===== src/rtl/ssd_pkg.sv =====
// Shared constants and helpers for the seven-segment scan controller.
// Segment patterns are active-low: bit6=a ... bit0=g.
package ssd_pkg;

    localparam logic [6:0] SEG_BLANK = 7'h7F;
    localparam logic [6:0] SEG_DASH  = 7'h7E;
    localparam logic [3:0] AN_OFF    = 4'hF;

    // 0 = left-most digit (digit4) ... 3 = right-most digit (digit1)
    typedef logic [1:0] digit_idx_t;

    function automatic logic [3:0] an_decode(input digit_idx_t idx);
        return ~(4'b1000 >> idx);
    endfunction

endpackage


===== src/rtl/ssd_scan_ctrl_tick_gen.sv =====
// Digit-slot prescaler: counts 0..CLK_DIV-1, flags the wrap cycle and
// the dead-time cycle (cnt == 0).
module tick_gen #(
    parameter int CLK_DIV = 50000
) (
    input  logic clk,
    input  logic rst,
    output logic slot_tick,
    output logic dead
);

    localparam int W = $clog2(CLK_DIV);
    localparam logic [W-1:0] LAST = W'(CLK_DIV - 1);

    logic [W-1:0] cnt;

    always_ff @(posedge clk) begin
        if (rst) begin
            cnt <= '0;
        end else if (cnt == LAST) begin
            cnt <= '0;
        end else begin
            cnt <= cnt + 1'b1;
        end
    end

    always_comb begin
        slot_tick = (cnt == LAST);
        dead      = (cnt == '0);
    end

endmodule


===== src/rtl/ssd_scan_ctrl.sv =====
// Time-multiplexed scan of four seven-segment digits over one shared
// cathode bus, with per-digit blank/blink and frame-aligned pattern updates.
module ssd_scan_ctrl
    import ssd_pkg::*;
#(
    parameter int CLK_DIV      = 50000,
    parameter int BLINK_FRAMES = 64
) (
    input  logic       clk,
    input  logic       rst,
    input  logic [6:0] digit4,
    input  logic [6:0] digit3,
    input  logic [6:0] digit2,
    input  logic [6:0] digit1,
    input  logic       load,
    input  logic [3:0] blank_mask,
    input  logic [3:0] blink_mask,
    output logic [6:0] seg,
    output logic [3:0] an,
    output logic       frame_done
);

    localparam int BW = $clog2(BLINK_FRAMES) + 1;
    localparam logic [BW-1:0] BLINK_LAST = BW'(BLINK_FRAMES - 1);

    logic          slot_tick;
    logic          dead;
    logic          boundary;
    digit_idx_t    idx;
    logic [BW-1:0] blink_cnt;
    logic          phase;

    logic [6:0] in_dig     [4];
    logic [6:0] shadow     [4];
    logic [6:0] pend       [4];
    logic [3:0] shadow_blank, shadow_blink;
    logic [3:0] pend_blank, pend_blink;
    logic       pending;

    logic       dark;
    logic [6:0] cur_pat;

    tick_gen #(.CLK_DIV(CLK_DIV)) u_tick_gen (
        .clk       (clk),
        .rst       (rst),
        .slot_tick (slot_tick),
        .dead      (dead)
    );

    always_comb begin
        in_dig[0] = digit4;
        in_dig[1] = digit3;
        in_dig[2] = digit2;
        in_dig[3] = digit1;
        boundary  = slot_tick && (idx == 2'd3);
    end

    always_ff @(posedge clk) begin
        if (rst) begin
            idx       <= '0;
            blink_cnt <= '0;
            phase     <= 1'b0;
        end else begin
            if (slot_tick) begin
                idx <= idx + 1'b1;
            end
            if (boundary) begin
                if (blink_cnt == BLINK_LAST) begin
                    blink_cnt <= '0;
                    phase     <= ~phase;
                end else begin
                    blink_cnt <= blink_cnt + 1'b1;
                end
            end
        end
    end

    // A load in the boundary cycle bypasses the pending stage entirely.
    always_ff @(posedge clk) begin
        if (rst) begin
            for (int unsigned i = 0; i < 4; i++) begin
                shadow[i] <= SEG_BLANK;
                pend[i]   <= SEG_BLANK;
            end
            shadow_blank <= '0;
            shadow_blink <= '0;
            pend_blank   <= '0;
            pend_blink   <= '0;
            pending      <= 1'b0;
        end else if (boundary) begin
            if (load) begin
                for (int unsigned i = 0; i < 4; i++) shadow[i] <= in_dig[i];
                shadow_blank <= blank_mask;
                shadow_blink <= blink_mask;
            end else if (pending) begin
                for (int unsigned i = 0; i < 4; i++) shadow[i] <= pend[i];
                shadow_blank <= pend_blank;
                shadow_blink <= pend_blink;
            end
            pending <= 1'b0;
        end else if (load) begin
            for (int unsigned i = 0; i < 4; i++) pend[i] <= in_dig[i];
            pend_blank <= blank_mask;
            pend_blink <= blink_mask;
            pending    <= 1'b1;
        end
    end

    always_comb begin
        cur_pat = shadow[idx];
        dark    = dead || shadow_blank[2'd3 - idx]
                       || (shadow_blink[2'd3 - idx] && phase);
    end

    always_ff @(posedge clk) begin
        if (rst) begin
            seg        <= SEG_BLANK;
            an         <= AN_OFF;
            frame_done <= 1'b0;
        end else begin
            seg        <= dark ? SEG_BLANK : cur_pat;
            an         <= dark ? AN_OFF : an_decode(idx);
            frame_done <= boundary;
        end
    end

endmodule


===== config.mk =====
export PLATFORM = sky130hd
export DESIGN_NAME = ssd_scan_ctrl
export DESIGN_NICKNAME = d
export VERILOG_FILES = /design/src/rtl/ssd_pkg.sv /design/src/rtl/ssd_scan_ctrl_tick_gen.sv /design/src/rtl/ssd_scan_ctrl.sv
export SDC_FILE = /design/constraint.sdc
export NUM_CORES = 1
export LEC_CHECK = 0
export BUFFER_PORTS_ARGS = -buffer_cell sky130_fd_sc_hd__buf_2
export CELL_PAD_IN_SITES_DETAIL_PLACEMENT = 2
export CELL_PAD_IN_SITES_GLOBAL_PLACEMENT = 2
export CORE_MARGIN = 4
export CORE_UTILIZATION = 42
export CTS_BUF_LIST = sky130_fd_sc_hd__clkbuf_4
export CTS_CLUSTER_DIAMETER = 200
export DETAILED_ROUTE_END_ITERATION = 10
export PLACE_DENSITY_LB_ADDON = 0.1
export SETUP_SLACK_MARGIN = 0.1
export SLEW_MARGIN = 0
export SYNTH_ARGS = -nofsm -noshare
export SYNTH_HDL_FRONTEND = slang
export SYNTH_SLANG_ARGS = --single-unit

===== constraint.sdc =====
create_clock -name clk -period 8 [get_ports clk]
set_clock_uncertainty 0.15 [all_clocks]
set_input_delay 0.4 -clock clk [delete_from_list [all_inputs] [get_ports clk]]
set_output_delay 0.4 -clock clk [all_outputs]
set_load 0.01 [all_outputs]

==> summary.md <==
| Metric | Value |
|---|---|
| Run status | `finished, final reports clean` |
| HP Class | `in2reg` |
| Area growth, synth to finish | `15.9%` |
| Worst-margin pin slew | `1.06 ns` |
| Utilization after layout | `0.496` |
| Total power | `0.970 mW` |
| Die Y | `116 um` |
| Post-CTS Resized | `0` |
| Synth top area share | `0.345` |
| Finished Layout Cells | `686` |
| Ys flop type | `edfxtp_1` |
| Largest net degree at the start of global routing | `31` |
| Crit path time final | `3.27 ns` |
| Site Rows | `39` |
| Clock Sinks | `111` |
| WL/cell | `19.2 um` |
| Count leader, synth | `nor2_1` |
| Max Root-Sink Buffers | `2` |
| Cell Count Post-Placement | `639` |
| Clk slew on worst S/H paths | `0.17 ns` |
| Post-DP HPWL | `8950 um` |
| Footprint of the multi-input gates | `1920 um2` |
| Core ar. | `11400 um2` |
| Met1 Track Usage GR | `0.266` |
| Relative slew margins | `0.285` |
| Vias in the first global route | `4088` |
| Cell Area, Synth | `4870 um2` |
| Initial core utilization | `0.428` |
| DRC Markers | `0` |
| Deepest level of the CTS H-tree | `3` |
| Post-synth EDFFs | `56` |
| NumNets Final | `584` |
| Crit path capture type | `flop` |
| Routability cong. | `0.806` |
| Hold Slack | `0.0360 ns` |
| Grt ovf | `0` |
| Wirelength, routed | `13100 um` |
| Critical path class | `reg2reg` |
| Top Usage Layer GRT | `met2` |
| Max Cap Viol | `0` |
| Vias post-DR | `3757` |
| Fin crit share | `0.409` |
| VDD IR max | `0.126 mV` |
| Synth Net Count | `519` |
| Post-Syn Instances | `473` |
| Initial DRC Count | `181` |
| Layout cells sized above 1 | `0.169` |
| Distinct cells, synth | `47` |
| CTS Buf Count | `9` |
| CTS root buffer | `clkbuf_4` |
| PD cells | `172 nW/um2` |
| Gr usage total | `0.211` |
| DR pass1 iterations | `6` |
| Hold Vio Cnt, Final | `0` |
| Fin Setup TNS | `0 ns` |
| Vias/cell | `5.48` |
| P_leak | `1.87 nW` |
| Layout fillers | `1167` |
| Final Slew Violations | `0` |
| Port Buf Inserts | `50` |
| CTS tree | `built` |
| Clk_lat worst skew | `0.49 ns` |
| Die area | `13400 um2` |
| Seq. cell area | `2780 um2` |
| Global-route wire length before repair | `21700 um` |
| Post-route ant nets | `0` |
| Ys Warns | `0` |
| Synthesized flop and latch total | `111` |
| CP Launch Type | `flop` |
| Seq/Total Area, Yosys | `0.572` |
| Ranking of synthesized cells by area | `edfxtp_1 (35%), dfxtp_1 (23%), nor2_1 (5.8%)` |
| IO Pins | `51` |
| Ant. Diodes | `0` |
| Syn avg cell area | `10.3 um2` |
| Area leader, netlist | `edfxtp_1` |
| Worst endpoint required time | `7.99 ns` |
| WP data arrival | `3.26 ns` |
| Max frequency | `305 MHz` |
| Met3 global-route usage | `0.0418` |
| Crit Path Max Fanout | `15` |
| M2 GR Usage | `0.365` |
| Endpoints failing setup | `0` |
| Die W | `116 um` |
| Commonest cells post-synth | `nor2_1 (75), edfxtp_1 (56), dfxtp_1 (55), nand2_1 (54), o21ai_0 (35)` |
| Ys async rst share | `0` |
| Initial antenna violation count | `0` |
| RSZ-0062 raised after global routing | `false` |
[sequential cells by signal, summed over array words and instances, names as in the netlist]
register	count
pend	28
shadow	28
u_tick_gen.cnt	16
blink_cnt	7
seg	7
an	4
pend_blank	4
pend_blink	4
shadow_blank	4
shadow_blink	4
idx	2
frame_done	1
pending	1
phase	1
[logic make-up after synthesis]
family | after synthesis | synth area share
muxes | 23 | 0.0673
buffers and inverters | 43 | 0.0362
adders and majority gates | 7 | 0.0180
xor gates and xnor gates | 14 | 0.0252
and+or+nand+nor | 208 | 0.203
DFF | 111 | 0.572
AOI/OAI and AO/OA | 67 | 0.0792
[cell type report]
type                            instances  share of cell area
Tap cell                              143              0.0317
Multi-Input combinational cell        319               0.341
Inverter                               13             0.00865
Timing Repair Buffer                   84               0.103
Clock inverter                          6             0.00887
Clock buffer                           10              0.0133
Sequential cell                       111               0.493
[timing repair]
| action | in CTS | in global routing |
|---|---|---|
| hold buffers | 30 | 1 |
| endpoints found under the hold margin | 30 | 1 |
| buffers inserted | 0 | 0 |
[per-stage QoR]
stage	setup WS (ns)	instance area, um2
global route	4.36	5640
detailed placement	4.71	5210
CTS	4.71	5630
floorplan	5.44	4870
finish	4.73	5640
global placement	4.89	5210
[where the power goes]
part           internal [mW]  switching [mW]  leakage, nW
Sequential             0.617         0.00794        0.928
Combinational         0.0322          0.0440        0.870
Clock                 0.0726           0.197       0.0697
Total                  0.721           0.248         1.87
[path summary, 6_finish.rpt]
kind                         to  slack [ns]     startpoint  depth (start not counted)
setup / recovery   shadow[0][6]        4.73         idx[0]                          4
hold / removal       pend[3][3]        0.04      digit1[3]                          3
setup reg to reg   shadow[0][6]        4.73         idx[0]                          4
hold reg to reg   pend_blank[0]        0.32  pend_blank[0]                          2
[cells in the final DEF, fill, tap and decap left out, types with 9 or more instances in the layout]
| cell | instances |
|---|---|
| clkbuf_4 | 10 |
| nor3_1 | 12 |
| buf_2 | 50 |
| xnor2_1 | 13 |
| a21oi_1 | 9 |
| dlygate4sd3_1 | 31 |
| nor2_1 | 75 |
| edfxtp_1 | 56 |
| nand2_1 | 54 |
| o21ai_0 | 35 |
| inv_1 | 13 |
| dfxtp_1 | 55 |
| nor4_1 | 13 |
| nand3_1 | 12 |
[layer usage]
| layer | part of all wire | wire, um | up-vias |
|---|---|---|---|
| met2 | 0.52 | 6850 | 48 |
| met1 | 0.43 | 5710 | 1877 |
| met3 | 0.023 | 306 | 16 |
| li1 | - | - | 1816 |
| met4 | 0.021 | 274 | 0 |
| met5 | 0 | 0 | - |
[critical path: stages (launching register included)]
cell	delay [ns]
dfxtp_1	0.83
ha_1	0.33
and4_1	0.52
nand2_1	0.23
o21ai_0	0.87
No activity file was read; power rests on OpenSTA's default activity.
